## src/rtl/checker_parallax_pkg.sv

```systemverilog
// checker_pkg: shared constants and helpers for the parallax checkerboard renderer.
//   RGB_W       : width of an RGB222 pixel {R[1:0],G[1:0],B[1:0]}
//   COL_RED_HI  : colour of layer 2
//   COL_RED_LO  : colour of layers 3 and above
//   GREY_XOR    : mask applied to fg_color to derive the layer-1 colour
//   layer_color : colour of layer idx, given the foreground colour
package checker_pkg;

  localparam int RGB_W = 6;

  typedef logic [RGB_W-1:0] rgb_t;

  localparam rgb_t COL_RED_HI = 6'b10_00_00;
  localparam rgb_t COL_RED_LO = 6'b01_00_00;
  localparam rgb_t GREY_XOR   = 6'b00_10_10;

  function automatic rgb_t layer_color(input int idx, input rgb_t fg);
    rgb_t col;
    case (idx)
      0:       col = fg;
      1:       col = fg ^ GREY_XOR;
      2:       col = COL_RED_HI;
      default: col = COL_RED_LO;
    endcase
    return col;
  endfunction

endpackage

```

## src/rtl/checker_parallax_layer.sv

```systemverilog
// checker_layer: combinational hit test for one scrolling checkerboard layer.
// The layer is offset by the frame counter (faster horizontal scroll for the
// front layers, slower vertical scroll for the back ones). Its square size
// halves with each step toward the back.
// Ports:
//   hpos, vpos : beam position
//   frame      : animation frame counter
//   hit        : 1 when this layer is lit at the current beam position
// Build option: CHECKER_DITHER_EN gates layers 0, 1 and the rearmost layer
// (when its index is 2 or more) with stipple patterns.
module checker_layer
  import checker_pkg::*;
#(
  parameter int IDX        = 0,
  parameter int NUM_LAYERS = 5,
  parameter int COORD_W    = 10,
  parameter int COUNTER_W  = 10
) (
  input  logic [COORD_W-1:0]   hpos,
  input  logic [COORD_W-1:0]   vpos,
  input  logic [COUNTER_W-1:0] frame,
  output logic                 hit
);

  // The arithmetic is done wide enough to hold the full counter.
  // Shifting right therefore sees the counter bits above COORD_W before the result is truncated.
  localparam int EXT_W   = (COORD_W > COUNTER_W) ? COORD_W : COUNTER_W;
  localparam int SHL     = NUM_LAYERS - 1 - IDX;
  localparam int BIT_RAW = COORD_W - 2 - IDX;
  localparam int BIT_SEL = (BIT_RAW < 0) ? 0 : BIT_RAW;
  localparam logic [EXT_W-1:0] BIT_MASK = EXT_W'(1) << BIT_SEL;

  logic [EXT_W-1:0] frame_ext;
  logic [EXT_W-1:0] x_full;
  logic [EXT_W-1:0] y_full;
  logic             solid_hit;

  assign frame_ext = EXT_W'(frame);
  assign x_full    = EXT_W'(hpos) + (frame_ext << SHL);
  assign y_full    = EXT_W'(vpos) + (frame_ext >> IDX);

  // BIT_SEL is below COORD_W, so bits above the coordinate width never reach the result.
  // Truncating to COORD_W is therefore implicit.
  assign solid_hit = ^((x_full ^ y_full) & BIT_MASK);

`ifdef CHECKER_DITHER_EN
  logic gate;
  generate
    if (IDX == 0) begin : g_gate_front
      assign gate = vpos[1] ^ hpos[0];
    end else if (IDX == 1) begin : g_gate_second
      assign gate = (~vpos[0]) ^ hpos[1];
    end else if (IDX == NUM_LAYERS - 1) begin : g_gate_rear
      assign gate = vpos[1] ^ hpos[0];
    end else begin : g_gate_none
      assign gate = 1'b1;
    end
  endgenerate
  assign hit = solid_hit & gate;
`else
  assign hit = solid_hit;
`endif

endmodule

```

## src/rtl/checker_parallax.sv

```systemverilog
// checker_parallax: parallax checkerboard renderer placed between the sync
// generator and the RGB222 output mapping.
// Ports:
//   clk, reset            : pixel clock, synchronous active-high reset
//   hpos, vpos            : beam position
//   display_on            : visible-area flag
//   hsync_in, vsync_in    : syncs from the generator
//   run, step, dir        : animation control (free run, single step, reverse)
//   fg_color              : RGB222 colour of the front layer
//   rgb                   : registered pixel, two clocks after hpos/vpos
//   hsync_out, vsync_out  : syncs delayed to line up with rgb
//   frame                 : animation frame counter
// Build option: CHECKER_DITHER_EN enables stipple gating inside checker_layer.
// Latency is the same in both builds.
module checker_parallax
  import checker_pkg::*;
#(
  parameter int NUM_LAYERS = 5,
  parameter int COORD_W    = 10,
  parameter int COUNTER_W  = 10
) (
  input  logic                 clk,
  input  logic                 reset,
  input  logic [COORD_W-1:0]   hpos,
  input  logic [COORD_W-1:0]   vpos,
  input  logic                 display_on,
  input  logic                 hsync_in,
  input  logic                 vsync_in,
  input  logic                 run,
  input  logic                 step,
  input  logic                 dir,
  input  logic [RGB_W-1:0]     fg_color,
  output logic [RGB_W-1:0]     rgb,
  output logic                 hsync_out,
  output logic                 vsync_out,
  output logic [COUNTER_W-1:0] frame
);

  // Frame counter and step state
  logic [COUNTER_W-1:0] frame_q, frame_d;
  logic                 vsync_q;
  logic                 seen_low_q;
  logic                 step_pending_q, step_pending_d;
  logic                 frame_edge;
  logic                 step_req;
  logic                 advance;

  // Pipeline stage 1
  logic [NUM_LAYERS-1:0] hit_w;
  logic [NUM_LAYERS-1:0] hit_q;
  logic                  disp_q;
  logic                  hsync_q;
  rgb_t                  fg_q;

  // Pipeline stage 2
  rgb_t rgb_q, rgb_d;
  logic hsync_out_q;
  logic vsync_out_q;

  genvar gi;
  generate
    for (gi = 0; gi < NUM_LAYERS; gi++) begin : g_layer
      checker_layer #(
        .IDX        (gi),
        .NUM_LAYERS (NUM_LAYERS),
        .COORD_W    (COORD_W),
        .COUNTER_W  (COUNTER_W)
      ) u_layer (
        .hpos  (hpos),
        .vpos  (vpos),
        .frame (frame_q),
        .hit   (hit_w[gi])
      );
    end
  endgenerate

  // vsync_q is cleared by reset and does not hold a real sample afterwards.
  // An edge is counted only once vsync_in has been seen low after reset.
  // This way a vsync that is already high at reset release is not counted.
  assign frame_edge = vsync_in & ~vsync_q & seen_low_q;
  assign step_req   = step & ~run;
  assign advance    = frame_edge & (run | step_pending_q | step_req);

  always_comb begin
    frame_d = frame_q;
    if (advance) begin
      frame_d = dir ? (frame_q - COUNTER_W'(1)) : (frame_q + COUNTER_W'(1));
    end
    // Every frame edge consumes a pending step, including a step that arrives on the edge itself.
    step_pending_d = frame_edge ? 1'b0 : (step_pending_q | step_req);
  end

  // Priority mux: walk from the rearmost layer forward so the lowest-index hit wins.
  always_comb begin
    rgb_d = '0;
    for (int i = NUM_LAYERS - 1; i >= 0; i--) begin
      if (hit_q[i]) begin
        rgb_d = layer_color(i, fg_q);
      end
    end
    if (!disp_q) begin
      rgb_d = '0;
    end
  end

  always_ff @(posedge clk) begin
    if (reset) begin
      frame_q        <= '0;
      vsync_q        <= 1'b0;
      seen_low_q     <= 1'b0;
      step_pending_q <= 1'b0;
      hit_q          <= '0;
      disp_q         <= 1'b0;
      hsync_q        <= 1'b0;
      fg_q           <= '0;
      rgb_q          <= '0;
      hsync_out_q    <= 1'b0;
      vsync_out_q    <= 1'b0;
    end else begin
      frame_q        <= frame_d;
      vsync_q        <= vsync_in;  // doubles as the stage-1 vsync delay
      seen_low_q     <= seen_low_q | ~vsync_in;
      step_pending_q <= step_pending_d;
      hit_q          <= hit_w;
      disp_q         <= display_on;
      hsync_q        <= hsync_in;
      fg_q           <= fg_color;
      rgb_q          <= rgb_d;
      hsync_out_q    <= hsync_q;
      vsync_out_q    <= vsync_q;
    end
  end

  assign rgb       = rgb_q;
  assign hsync_out = hsync_out_q;
  assign vsync_out = vsync_out_q;
  assign frame     = frame_q;

endmodule

```

## config.mk

```make
export PLATFORM = sky130hd
export DESIGN_NAME = checker_parallax
export DESIGN_NICKNAME = d
export VERILOG_FILES = /design/src/rtl/checker_parallax_pkg.sv /design/src/rtl/checker_parallax_layer.sv /design/src/rtl/checker_parallax.sv
export SDC_FILE = /design/constraint.sdc
export NUM_CORES = 1
export LEC_CHECK = 0
export CORE_ASPECT_RATIO = 0.8
export CORE_MARGIN = 5
export CORE_UTILIZATION = 56
export CTS_CLUSTER_SIZE = 20
export DETAILED_ROUTE_END_ITERATION = 6
export PLACE_DENSITY = 0.86
export SYNTH_ARGS = -nofsm -noshare
export SYNTH_HDL_FRONTEND = slang
export SYNTH_HIERARCHICAL = 1
export SYNTH_SLANG_ARGS = --single-unit
```

## constraint.sdc

```tcl
create_clock -name clk -period 4.65 [get_ports clk]
set_clock_uncertainty 0.05 [all_clocks]
set_input_delay 0.465 -clock clk [delete_from_list [all_inputs] [get_ports clk]]
set_output_delay 0.465 -clock clk [all_outputs]
set_load 0.005 [all_outputs]
```

Yosys cells after proc, flatten, opt, wreduce, memory -nomap -nowiden. Cells that the tools add are included. W data, S select, Z words.

Register bits: 34. Bits in latches: 0. RAM bits: 0. ROM bits: 0. Input bits: 34. Output and inout port bits: 18. Word-level logic and storage cells: 54. Memories: 0.

$add $sub $neg: 12. $mul: 0. Div/mod/pow operators: 0. Magnitude comparators: 0. Equal/unequal tests: 0. Shift operators: 0. Muxes and demuxes: 6. Bitwise gates (word level): 18. Reductions and logical operators: 7.

Operator list (number): $reduce_xor A10 Y1 (5); $mux W6 (4); $add A9 B9 Y9 (2); $add A8 B8 Y8 (2); $add A7 B7 Y7 (2); $add A6 B6 Y6 (2); $add A10 B1 Y10 const B (1); $add A5 B5 Y5 (2); $mux W10 (1); $sub A10 B1 Y10 const B (1); $xor A9 B9 Y9 (1); $xor A8 B8 Y8 (1); $xor A7 B7 Y7 (1); $xor A6 B6 Y6 (1); $mux W5 (1); $xor A5 B5 Y5 (1); $and A1 B1 Y1 (4); $not A1 Y1 (4); $or A1 B1 Y1 (4); $reduce_or A2 Y1 (2); $not A2 Y2 (1).

Logic depth before layout (Yosys ltp).
Depth in word-level cells: 5. Mapped depth: 6.

Cells and area by module. The synthesis kept the hierarchy.

Modules (own cells, without submodules): checker_parallax (times used 1, cells an instance 166, area each 1549.0 µm²); checker_layer at g_layer[0].u_layer (times used 1, cells an instance 32, area each 264.0 µm²); checker_layer at g_layer[1].u_layer (times used 1, cells an instance 27, area each 254.0 µm²); checker_layer at g_layer[2].u_layer (times used 1, cells an instance 22, area each 212.7 µm²); checker_layer at g_layer[3].u_layer (times used 1, cells an instance 20, area each 180.2 µm²); checker_layer at g_layer[4].u_layer (times used 1, cells an instance 18, area each 163.9 µm²).

Least setup slack after synthesis. No wires, ideal clock.

Kind: register -> register. From: register frame_q[1], in the netlist frame[1]. To: register hit_q[2]. Arrival: 1.776 ns. Data required time: 4.472 ns. Path slack: 2.696 ns. Cell stages (with the launch flop): 7. Path buffers: 0. Clock period less this slack: 1.954 ns. Cells stage by stage: dfxtp_1 -> ha_1 -> a31o_1 -> a21o_1 -> a21oi_1 -> xnor3_1 -> nor2b_1.

Cells in the longest elaborated chain, start to end: 3.

Ends and longest elaborated chain: start, declared (RTL line checker_parallax.sv:40) `logic [COUNTER_W-1:0] frame_q, frame_d;`; start signal, assigned (RTL line checker_parallax.sv:120) `frame_q <= frame_d;`; $add A7 B7 Y7 (RTL line checker_parallax_layer.sv:39) `assign x_full = EXT_W'(hpos) + (frame_ext << SHL);`; $xor A7 B7 Y7 (RTL line checker_parallax_layer.sv:44) `assign solid_hit = ^((x_full ^ y_full) & BIT_MASK);`; $reduce_xor A10 Y1 (RTL line checker_parallax_layer.sv:44); via hit_w[2] (RTL line checker_parallax.sv:49) `logic [NUM_LAYERS-1:0] hit_w;`; end signal, assigned (RTL line checker_parallax.sv:124) `hit_q <= hit_w;`; end, declared (RTL line checker_parallax.sv:50) `logic [NUM_LAYERS-1:0] hit_q;`.

The timed path passes the listed nets, and every way through them passes these cells. A chain may end at the register's enable or synchronous reset.

Final worst setup path.
From: input port dir. To: register frame_q[9], in the netlist frame[9].

Cells in the longest elaborated chain, start to end: 1.

Ends and longest elaborated chain: start, declared (RTL line checker_parallax.sv:31) `input logic dir,`; $mux W10 (RTL line checker_parallax.sv:87) `frame_d = dir ? (frame_q - COUNTER_W'(1)) : (frame_q + COUNTER_W'(1));`.

Every way passes these cells.

==> metrics.txt <==
Ys Warns 6; flop2flop setup slack 2.43 ns; final hold vios 0; final core utilization 72.54%; total power 0.8671 mW; CTS tree yes; hold_sp fg_q[0]; DR vias 2,306; Sink Count 34; CP startpoint kind input port; period utilisation layout 56.15%; first-pass GRT wire length 9.929 mm; post-CTS sizing 0; Worst Reg-to-Reg Cells 6; Req. time, crit path 4.83 ns; Total GRT Usage 19.76%; detailed-router iteration count before antenna repair 4; most common cell in the netlist ha_1; drt via density 5.794; share of cells above drive strength 1 6.509%; Crit. Startpoint dir; htree depth 2; WHS Endpoint rgb[0]; FFs w/ async S/R, synth 0%; hold buffers post-CTS 0; Routed Antenna Nets 0; Worst VDD drop 0.2050 mV; top_reg_cell synth dfxtp_1; outcome finished, final reports clean; synth cell count leaders ha_1, dfxtp_1, a21oi_1; num rows 22; clock buffer count from CTS 5; initial DRC count 90; GRT overflow 0; P_leak 1.373 nW; Worst Tran Pin Value 0.8981 ns; vias in the first global route 2,275; RSZ-0062 raised after global routing no; IO Pins 52; Antenna Cells 0; Slew Limit Fails 0; Port Buffer Count 49; sequential area share after synthesis 25.94%; Layout Nets 420; post-synth top area share 25.94%; crit path kind in -> reg; Slew headroom 39.94%; Initial Utilization 57.42%; Worst Path Max Fanout 13; Final min period 2.611 ns; HPWL Detailed 4.442 mm; Hold Path Class reg -> reg; Die W 86.53 microns; number of synthesized flops with an enable pin 0; R2R Path End hit_q[2]; leading area contributor after synthesis dfxtp_1; setup_tns 0 ns; Setup Fix Bufs, Post-CTS 0; Synth Cell Area 2624 sq um; drt wl/cell 14.47 microns; clk buf depth 2; syn nets 368; final wirelength 5.758 mm; # Max-Cap Violations 0; clock root cell clkbuf_8; largest net degree at the start of global routing 28; Clk Latency, worst-skew pair 0.29 ns; Distinct cells, synth 52; Die Y 71.22 microns; FMAX 383.0 MHz; Worst EP arrival 2.80 ns; DRC viols 0; Avg Inst Size Synth 9.206 sq um; Reg clk slew, reported paths 0.07 ns; Area growth syn-to-layout 26.32%; Routability Congestion 0.8536; launch point of the worst reg-to-reg path frame[1]; antenna violations before repair 0; die area 6163 sq um; core area 4569 sq um; top cells by area, synth dfxtp_1, ha_1, xnor2_1; hold path cells 1; Worst Setup End Kind flip-flop; Setup-failing EPs final 0; pwr/cell area 261.6 nW/um^2; flops & latches, synth 34; Cells after Synth 285
==> cell families after synthesis <==
family | after synthesis | share of synthesized area (%)
AOI/OAI and AO/OA | 71 | 18.93
xor gates and xnor gates | 26 | 9.728
adders and majority gates | 49 | 23.65
buffers and inverters | 12 | 1.764
DFF | 34 | 25.94
muxes | 1 | 0.5721
and+or+nand+nor | 92 | 19.41
==> state kept, by name, indices dropped and copies added, names as in the netlist <==
signal,flops
frame,10
fg_q,6
rgb,6
hit_q,5
disp_q,1
hsync_out,1
hsync_q,1
seen_low_q,1
step_pending_q,1
vsync_out,1
vsync_q,1
==> routing by layer <==
| layer | wire length [microns] | up-vias | global-route usage, % |
|---|---|---|---|
| li1 | - | 1175 | - |
| met1 | 2655 | 1067 | 25.64 |
| met2 | 2726 | 52 | 32.94 |
| met3 | 287 | 12 | 4.368 |
| met4 | 89 | 0 | 5.882 |
| met5 | 0 | - | 0 |
==> where the power goes <==
part	switching [mW]	internal, mW	total, mW
combinational	0.0918	0.112	0.204
clock	0.116	0.215	0.331
sequential	0.0217	0.310	0.332
==> final cells by class <==
| class | count | area [sq um] |
|---|---|---|
| inverters | 7 | 26.28 |
| repair buffers | 50 | 498.0 |
| flip-flops and latches | 34 | 680.7 |
| clock inverters | 3 | 68.82 |
| clock buffers | 5 | 68.82 |
| fillers | 378 | 1255 |
| well taps | 60 | 75.07 |
| multi-input cells | 239 | 1897 |
==> placed cells by master (no fill, tap or decap), types with 3 or more instances in the layout <==
cell / synthesis / final
clkdlybuf4s50_1: 0 / 49
ha_1: 48 / 48
dfxtp_1: 34 / 34
a21oi_1: 27 / 27
xnor2_1: 22 / 22
nor2b_1: 17 / 17
nand2_1: 16 / 16
nor2_1: 15 / 15
o21ai_0: 10 / 10
nor3b_1: 10 / 10
nor3_1: 9 / 9
nand4_1: 7 / 7
inv_1: 7 / 7
clkbuf_8: 0 / 5
a211oi_1: 4 / 4
nand3_1: 4 / 4
or3_1: 3 / 3
a211oi_2: 3 / 3
==> worst max-delay path, cell delays in order <==
cell and delay, ns:
clkdlybuf4s50_1 0.82, ha_1 0.40, a21oi_2 0.18, o21a_2 0.16, or4b_1 0.43, mux2_4 0.27
nand3_2 0.06
==> stage by stage <==
step,std cells,instance area [sq um],hold WS [ns],setup slack [ns]
after floorplan,285,2624,0.3557,2.696
after global placement,390,3177,0.3560,1.780
after detailed placement,390,3177,0.3637,1.755
after CTS,398,3314,0.3811,2.063
after global routing,398,3314,0.4203,1.922
final,398,3314,0.3796,2.039
==> worst max path at each step <==
stage                     slack [ns]       end  cells past startpoint
after floorplan                 2.70  hit_q[2]                      6
after global placement          1.78  frame[9]                      7
after detailed placement        1.76  frame[9]                      7
after CTS                       2.06  frame[9]                      7
after global routing            1.92  frame[6]                      7
final                           2.04  frame[9]                      7
Note: power is estimated with default switching activity, not from simulation.
